[config.mk]
export PLATFORM = sky130hd
export DESIGN_NAME = ps2_host_tx
export DESIGN_NICKNAME = d
export VERILOG_FILES = /design/src/rtl/ps2_host_tx.sv
export SDC_FILE = /design/constraint.sdc
export NUM_CORES = 1
export LEC_CHECK = 0
export ABC_AREA = 0
export BUFFER_PORTS_ARGS = -buffer_cell sky130_fd_sc_hd__buf_2
export CORE_UTILIZATION = 40
export DETAILED_ROUTE_END_ITERATION = 12
export SLEW_MARGIN = 20
export SYNTH_ARGS = -nofsm -noshare
export SYNTH_HDL_FRONTEND = slang
export SYNTH_SLANG_ARGS = --single-unit
[constraint.sdc]
create_clock -name clock -period 1.8 [get_ports clock]
set_input_delay 0.36 -clock clock [delete_from_list [all_inputs] [get_ports clock]]
set_output_delay 0.36 -clock clock [all_outputs]
set_load 0.02 [all_outputs]
[src/rtl/ps2_host_tx.sv]
// rtl/ps2_host_tx.sv - PS/2 host-to-device command transmitter
// Inhibits the bus, issues request-to-send, shifts a byte plus odd parity on device clocks, checks ack.
module ps2_host_tx #(
  parameter int INHIBIT_CYCLES = 5000,
  parameter int TIMEOUT_CYCLES = 750000
) (
  input  logic       clock,
  input  logic       resetn,
  input  logic [7:0] tx_data,
  input  logic       tx_start,
  input  logic       ps2_clk_in,
  input  logic       ps2_data_in,
  output logic       ps2_clk_oe,
  output logic       ps2_data_oe,
  output logic       busy,
  output logic       done,
  output logic       error,
  output logic       ack_ok
);

  localparam int CNT_MAX = (INHIBIT_CYCLES > TIMEOUT_CYCLES) ? INHIBIT_CYCLES : TIMEOUT_CYCLES;
  localparam int CW      = $clog2(CNT_MAX + 1);
  localparam logic [CW-1:0] INH_LAST = CW'(INHIBIT_CYCLES - 1);
  localparam logic [CW-1:0] TO_LAST  = CW'(TIMEOUT_CYCLES - 1);

  typedef enum logic [2:0] {IDLE, INHIBIT, RTS, SHIFT, STOP, ACK, WAIT_IDLE} state_t;

  state_t        state;
  logic [CW-1:0] cnt;
  logic [3:0]    idx;
  logic [7:0]    shreg;
  logic          par;
  logic          clk_meta, clk_sync, clk_prev;
  logic          data_meta, data_sync;
  logic          fe, idle_lines, timed;

  // Synchronizers reset to the idle-high bus level so no false edge follows reset.
  always_ff @(posedge clock or negedge resetn) begin
    if (!resetn) begin
      clk_meta  <= 1'b1;
      clk_sync  <= 1'b1;
      clk_prev  <= 1'b1;
      data_meta <= 1'b1;
      data_sync <= 1'b1;
    end else begin
      clk_meta  <= ps2_clk_in;
      clk_sync  <= clk_meta;
      clk_prev  <= clk_sync;
      data_meta <= ps2_data_in;
      data_sync <= data_meta;
    end
  end

  assign fe         = clk_prev & ~clk_sync;
  assign idle_lines = clk_sync & data_sync;
  // Watchdog applies to every device-clocked phase; WAIT_IDLE completion takes priority.
  assign timed      = (state == SHIFT) || (state == STOP) || (state == ACK) ||
                      ((state == WAIT_IDLE) && !idle_lines);

  always_ff @(posedge clock or negedge resetn) begin
    if (!resetn) begin
      state       <= IDLE;
      cnt         <= '0;
      idx         <= '0;
      shreg       <= '0;
      par         <= 1'b0;
      ps2_clk_oe  <= 1'b0;
      ps2_data_oe <= 1'b0;
      busy        <= 1'b0;
      done        <= 1'b0;
      error       <= 1'b0;
      ack_ok      <= 1'b0;
    end else begin
      done  <= 1'b0;
      error <= 1'b0;
      case (state)
        IDLE: begin
          if (tx_start) begin
            shreg      <= tx_data;
            par        <= ~^tx_data;
            state      <= INHIBIT;
            busy       <= 1'b1;
            ack_ok     <= 1'b0;
            ps2_clk_oe <= 1'b1;
            cnt        <= '0;
          end
        end
        INHIBIT: begin
          if (cnt == INH_LAST) begin
            state       <= RTS;
            ps2_data_oe <= 1'b1;
            cnt         <= '0;
          end else begin
            cnt <= cnt + 1'b1;
          end
        end
        RTS: begin
          state      <= SHIFT;
          ps2_clk_oe <= 1'b0;
          idx        <= '0;
          cnt        <= '0;
        end
        SHIFT: begin
          if (fe) begin
            if (idx == 4'd8) begin
              ps2_data_oe <= ~par;
              state       <= STOP;
            end else begin
              ps2_data_oe <= ~shreg[idx[2:0]];
              idx         <= idx + 4'd1;
            end
          end
        end
        STOP: begin
          if (fe) begin
            ps2_data_oe <= 1'b0;
            state       <= ACK;
          end
        end
        ACK: begin
          if (fe) begin
            if (!data_sync) begin
              ack_ok <= 1'b1;
              state  <= WAIT_IDLE;
            end else begin
              error <= 1'b1;
              busy  <= 1'b0;
              state <= IDLE;
            end
          end
        end
        WAIT_IDLE: begin
          if (idle_lines) begin
            done  <= 1'b1;
            busy  <= 1'b0;
            state <= IDLE;
          end
        end
        default: state <= IDLE;
      endcase

      if (timed) begin
        if (fe) begin
          cnt <= '0;
        end else if (cnt == TO_LAST) begin
          state       <= IDLE;
          error       <= 1'b1;
          busy        <= 1'b0;
          ack_ok      <= 1'b0;
          ps2_clk_oe  <= 1'b0;
          ps2_data_oe <= 1'b0;
          cnt         <= '0;
        end else begin
          cnt <= cnt + 1'b1;
        end
      end
    end
  end

endmodule

==> metrics.txt <==
clock buffer depth=2; Worst Hold Class=input port to asynchronous set/reset pin; R2R setup slack=-0.12 ns; max frequency=roughly 520 MHz; Power, Total=2.030 mW; relative slew slack=0.7788; Post-Syn Area per Cell=slightly below 10 sq um; failing checks=setup timing; most frequent cells in the layout=buf_4, dfrtp_1, nand2_1; IO Port Bufs=18; Reg area=~0.0012 sq mm; Data required, critical path=2.00 ns; vias per std cell=between 5 and 6; RR Endpoint=cnt[3]$_DFFE_PN0P_; clock skew=approximately 0.016 ns; CTS tree=yes; clock sinks=between 40 and 50; synthesized flop and latch total=47; # setup viols final=18; crit-path leading delay family=compound AO/OA/AOI/OAI gates; fin crit period=1.915 ns; initial cell density of the core=0.4232; unrepaired setup endpoints after global routing=yes; commonest non-fill, non-tap cell in the layout=buf_4; Seq/Total Area, Yosys=0.4637; Net count, final=~340; WL per Instance=13.48 microns; H-tree depth=2; Post-synth EDFFs=0; CP Cell Sequence=nor4b_2 > and4b_1 > a31o_2 > a21boi_4 > buf_12 > nor3_1 > a211o_1; dominant cells by area after synthesis=dfrtp_1, dfstp_2, nand2_1, mux2_2, nor2_1; DP Area=a little over 0.003 sq mm; row cnt=28; final hold vios=0; clk slew on worst S/H paths=~0.10 ns; grt ovf=0; Die X=roughly 82 microns; first-pass GRT wire length=approximately 9.2 mm; die height=between 80 and 90 microns; final WL=about 5.4 mm; Leakage=1.487 nW; cells on worst reg2reg path=7; worst flop-to-flop path startpoint=cnt[15]$_DFFE_PN0P_; CP arrival=2.12 ns; worst-skew pair later-pin latency=between 0.3 and 0.4 ns; Crit Path Max Fanout=14; via count=slightly above 2000; Gate Count Post-Synth=roughly 260; All-Layer GR Usage=0.1822; I/O Pins=19; fraction of layout cells with a size suffix above 1=0.3792; Post-Syn Area=between 0.002 and 0.003 sq mm; TritonCTS Buffers=5; post-synth cell types=approximately 50; final setup margin=-0.1152 ns; critical path's slowest cell=dfrtp_1; Yosys top cell by area=dfrtp_1; drt pass-1 iters=5; Synth top area share=0.4122; most used flip-flop cell after synthesis=dfrtp_1; type of origin of the critical path=flop; max-slew violation count=0; FILL cells=around 550; post-DP HPWL=3.916 mm; status=finished with violations; area of the multi-input gates=approximately 0.0014 sq mm; DIE AREA=about 0.0067 sq mm; Antenna Nets Post-Route=0; largest net degree at the start of global routing=48; syn_nets=between 200 and 300; WS Path Type=flop to flop; largest stage delay on the critical path=~0.40 ns; initial antenna violation count=0; DR iter-0 viols=slightly above 70; clk root buf=clkbuf_8; worst slew pin tran=between 0.3 and 0.4 ns; core area=0.006026 sq mm; period utilisation layout=1.064; area grow syn2layout=30.86%; number of global-route vias before repair=between 1500 and 2000; cell area after layout=0.003337 sq mm; asr flop ratio synth=1.000; crit path buf inv count=1; Ant. Diodes=0; power per cell area=slightly above 600 mW/mm^2; maximum vdd ir drop=0.3833 mV; Final GP Congestion=0.8240; DR DRC count=0; number of max-cap violations=0; CP endpoint kind=flop; Ys Warns=0
metal layers:
metal,routed length [microns],part of all wire,track usage,up-vias
met4,58,0.011,0.05263,0
met5,0,0,0,-
met2,2432,0.45,0.2893,31
li1,-,-,-,1054
met3,162,0.030,0.03333,7
met1,2763,0.51,0.2521,983
how the worst max path moves through the flow:
stage                     cells after the start                    to  slack [ns]                 from
after global placement                        6   cnt[15]$_DFFE_PN0P_        -0.1  cnt[18]$_DFFE_PN0P_
final                                         7    cnt[3]$_DFFE_PN0P_       -0.12  cnt[15]$_DFFE_PN0P_
after global routing                          8    cnt[5]$_DFFE_PN0P_       -0.19   cnt[0]$_DFFE_PN0P_
after CTS                                     7  ps2_clk_oe$_DFF_PN0_       -0.11  cnt[18]$_DFFE_PN0P_
after detailed placement                      6   cnt[15]$_DFFE_PN0P_       -0.12  cnt[18]$_DFFE_PN0P_
after floorplan                               7    cnt[3]$_DFFE_PN0P_       0.006  cnt[18]$_DFFE_PN0P_
through the flow:
| step | instances | utilization | setup WS (ns) | hold WS [ns] | TNS (ns) |
|---|---|---|---|---|---|
| 2_1_floorplan | 257 | - | 0.005523 | 0.06441 | 0 |
| 3_3_place_gp | 391 | 0.5131 | -0.09763 | 0.3503 | -1.422 |
| 3_5_place_dp | 391 | 0.5131 | -0.1160 | 0.3494 | -1.873 |
| 4_1_cts | 400 | 0.5370 | -0.1084 | 0.02980 | -1.419 |
| 5_1_grt | 402 | 0.5538 | -0.1931 | 0.04560 | -2.786 |
| 6_report | 402 | 0.5538 | -0.1152 | 0.02599 | -1.216 |
registers in the layout, indices dropped and copies added (netlist names):
name         count
cnt             20
shreg            8
idx              4
state            3
ack_ok           1
busy             1
clk_meta         1
clk_prev         1
clk_sync         1
data_meta        1
data_sync        1
done             1
error            1
par              1
ps2_clk_oe       1
ps2_data_oe      1
layout make-up:
class                           instances  share of cell area
Multi-Input combinational cell        195              0.4151
Sequential cell                        47              0.3547
Timing Repair Buffer                   74              0.1639
Tap cell                               75             0.02812
Clock buffer                            5             0.02062
Clock inverter                          3             0.01425
Inverter                                3            0.003375
power by group:
| part | leakage (nW) | total [mW] | switching, mW | internal [mW] |
|---|---|---|---|---|
| Sequential | 0.579 | 1.10 | 0.0136 | 1.08 |
| Combinational | 0.850 | 0.127 | 0.0651 | 0.0621 |
| Clock | 0.0587 | 0.805 | 0.383 | 0.421 |
kinds of logic (layout without fill, tap and decap cells):
group	Yosys count	in the layout	synth area share
AOI/OAI and AO/OA	50	50	0.1354
xor gates and xnor gates	17	17	0.05839
adders and majority gates	3	3	0.01472
buffers and inverters	15	85	0.03238
DFF	47	47	0.4637
muxes	12	12	0.06133
and+or+nand+nor	113	113	0.2340
repair_timing:
action / CTS / global route
buffers inserted: 1 / 2
endpoints found under the hold margin: 0 / 0
hold buffers: 0 / 0
gates resized for setup: 8 / 19
pin swaps: 0 / 10
setup endpoints to repair: 24 / 29
cells in the mapped netlist (2+ instances only):
| master | count |
|---|---|
| nand4_1 | 4 |
| and2_0 | 2 |
| a21oi_1 | 12 |
| and4b_1 | 2 |
| nor2b_1 | 4 |
| buf_2 | 3 |
| a21o_1 | 7 |
| nand2_1 | 30 |
| clkbuf_1 | 4 |
| nand3b_1 | 2 |
| a211oi_1 | 2 |
| o21ai_0 | 14 |
| or3_1 | 2 |
| inv_1 | 3 |
| o211ai_1 | 3 |
| xor2_1 | 8 |
| nor4_1 | 2 |
| buf_6 | 2 |
| mux2_2 | 9 |
| buf_4 | 2 |
| nand3_1 | 11 |
| xnor2_1 | 9 |
| mux4_2 | 2 |
| nand2b_1 | 2 |
| dfrtp_1 | 42 |
| ha_1 | 3 |
| nor3b_1 | 4 |
| and4_1 | 2 |
| nor2_1 | 23 |
| a31oi_1 | 2 |
| and3_1 | 4 |
| a211o_1 | 2 |
| dfstp_2 | 5 |
| nor3_1 | 11 |
| a31o_2 | 4 |
No activity file was read; power rests on OpenSTA's default activity.
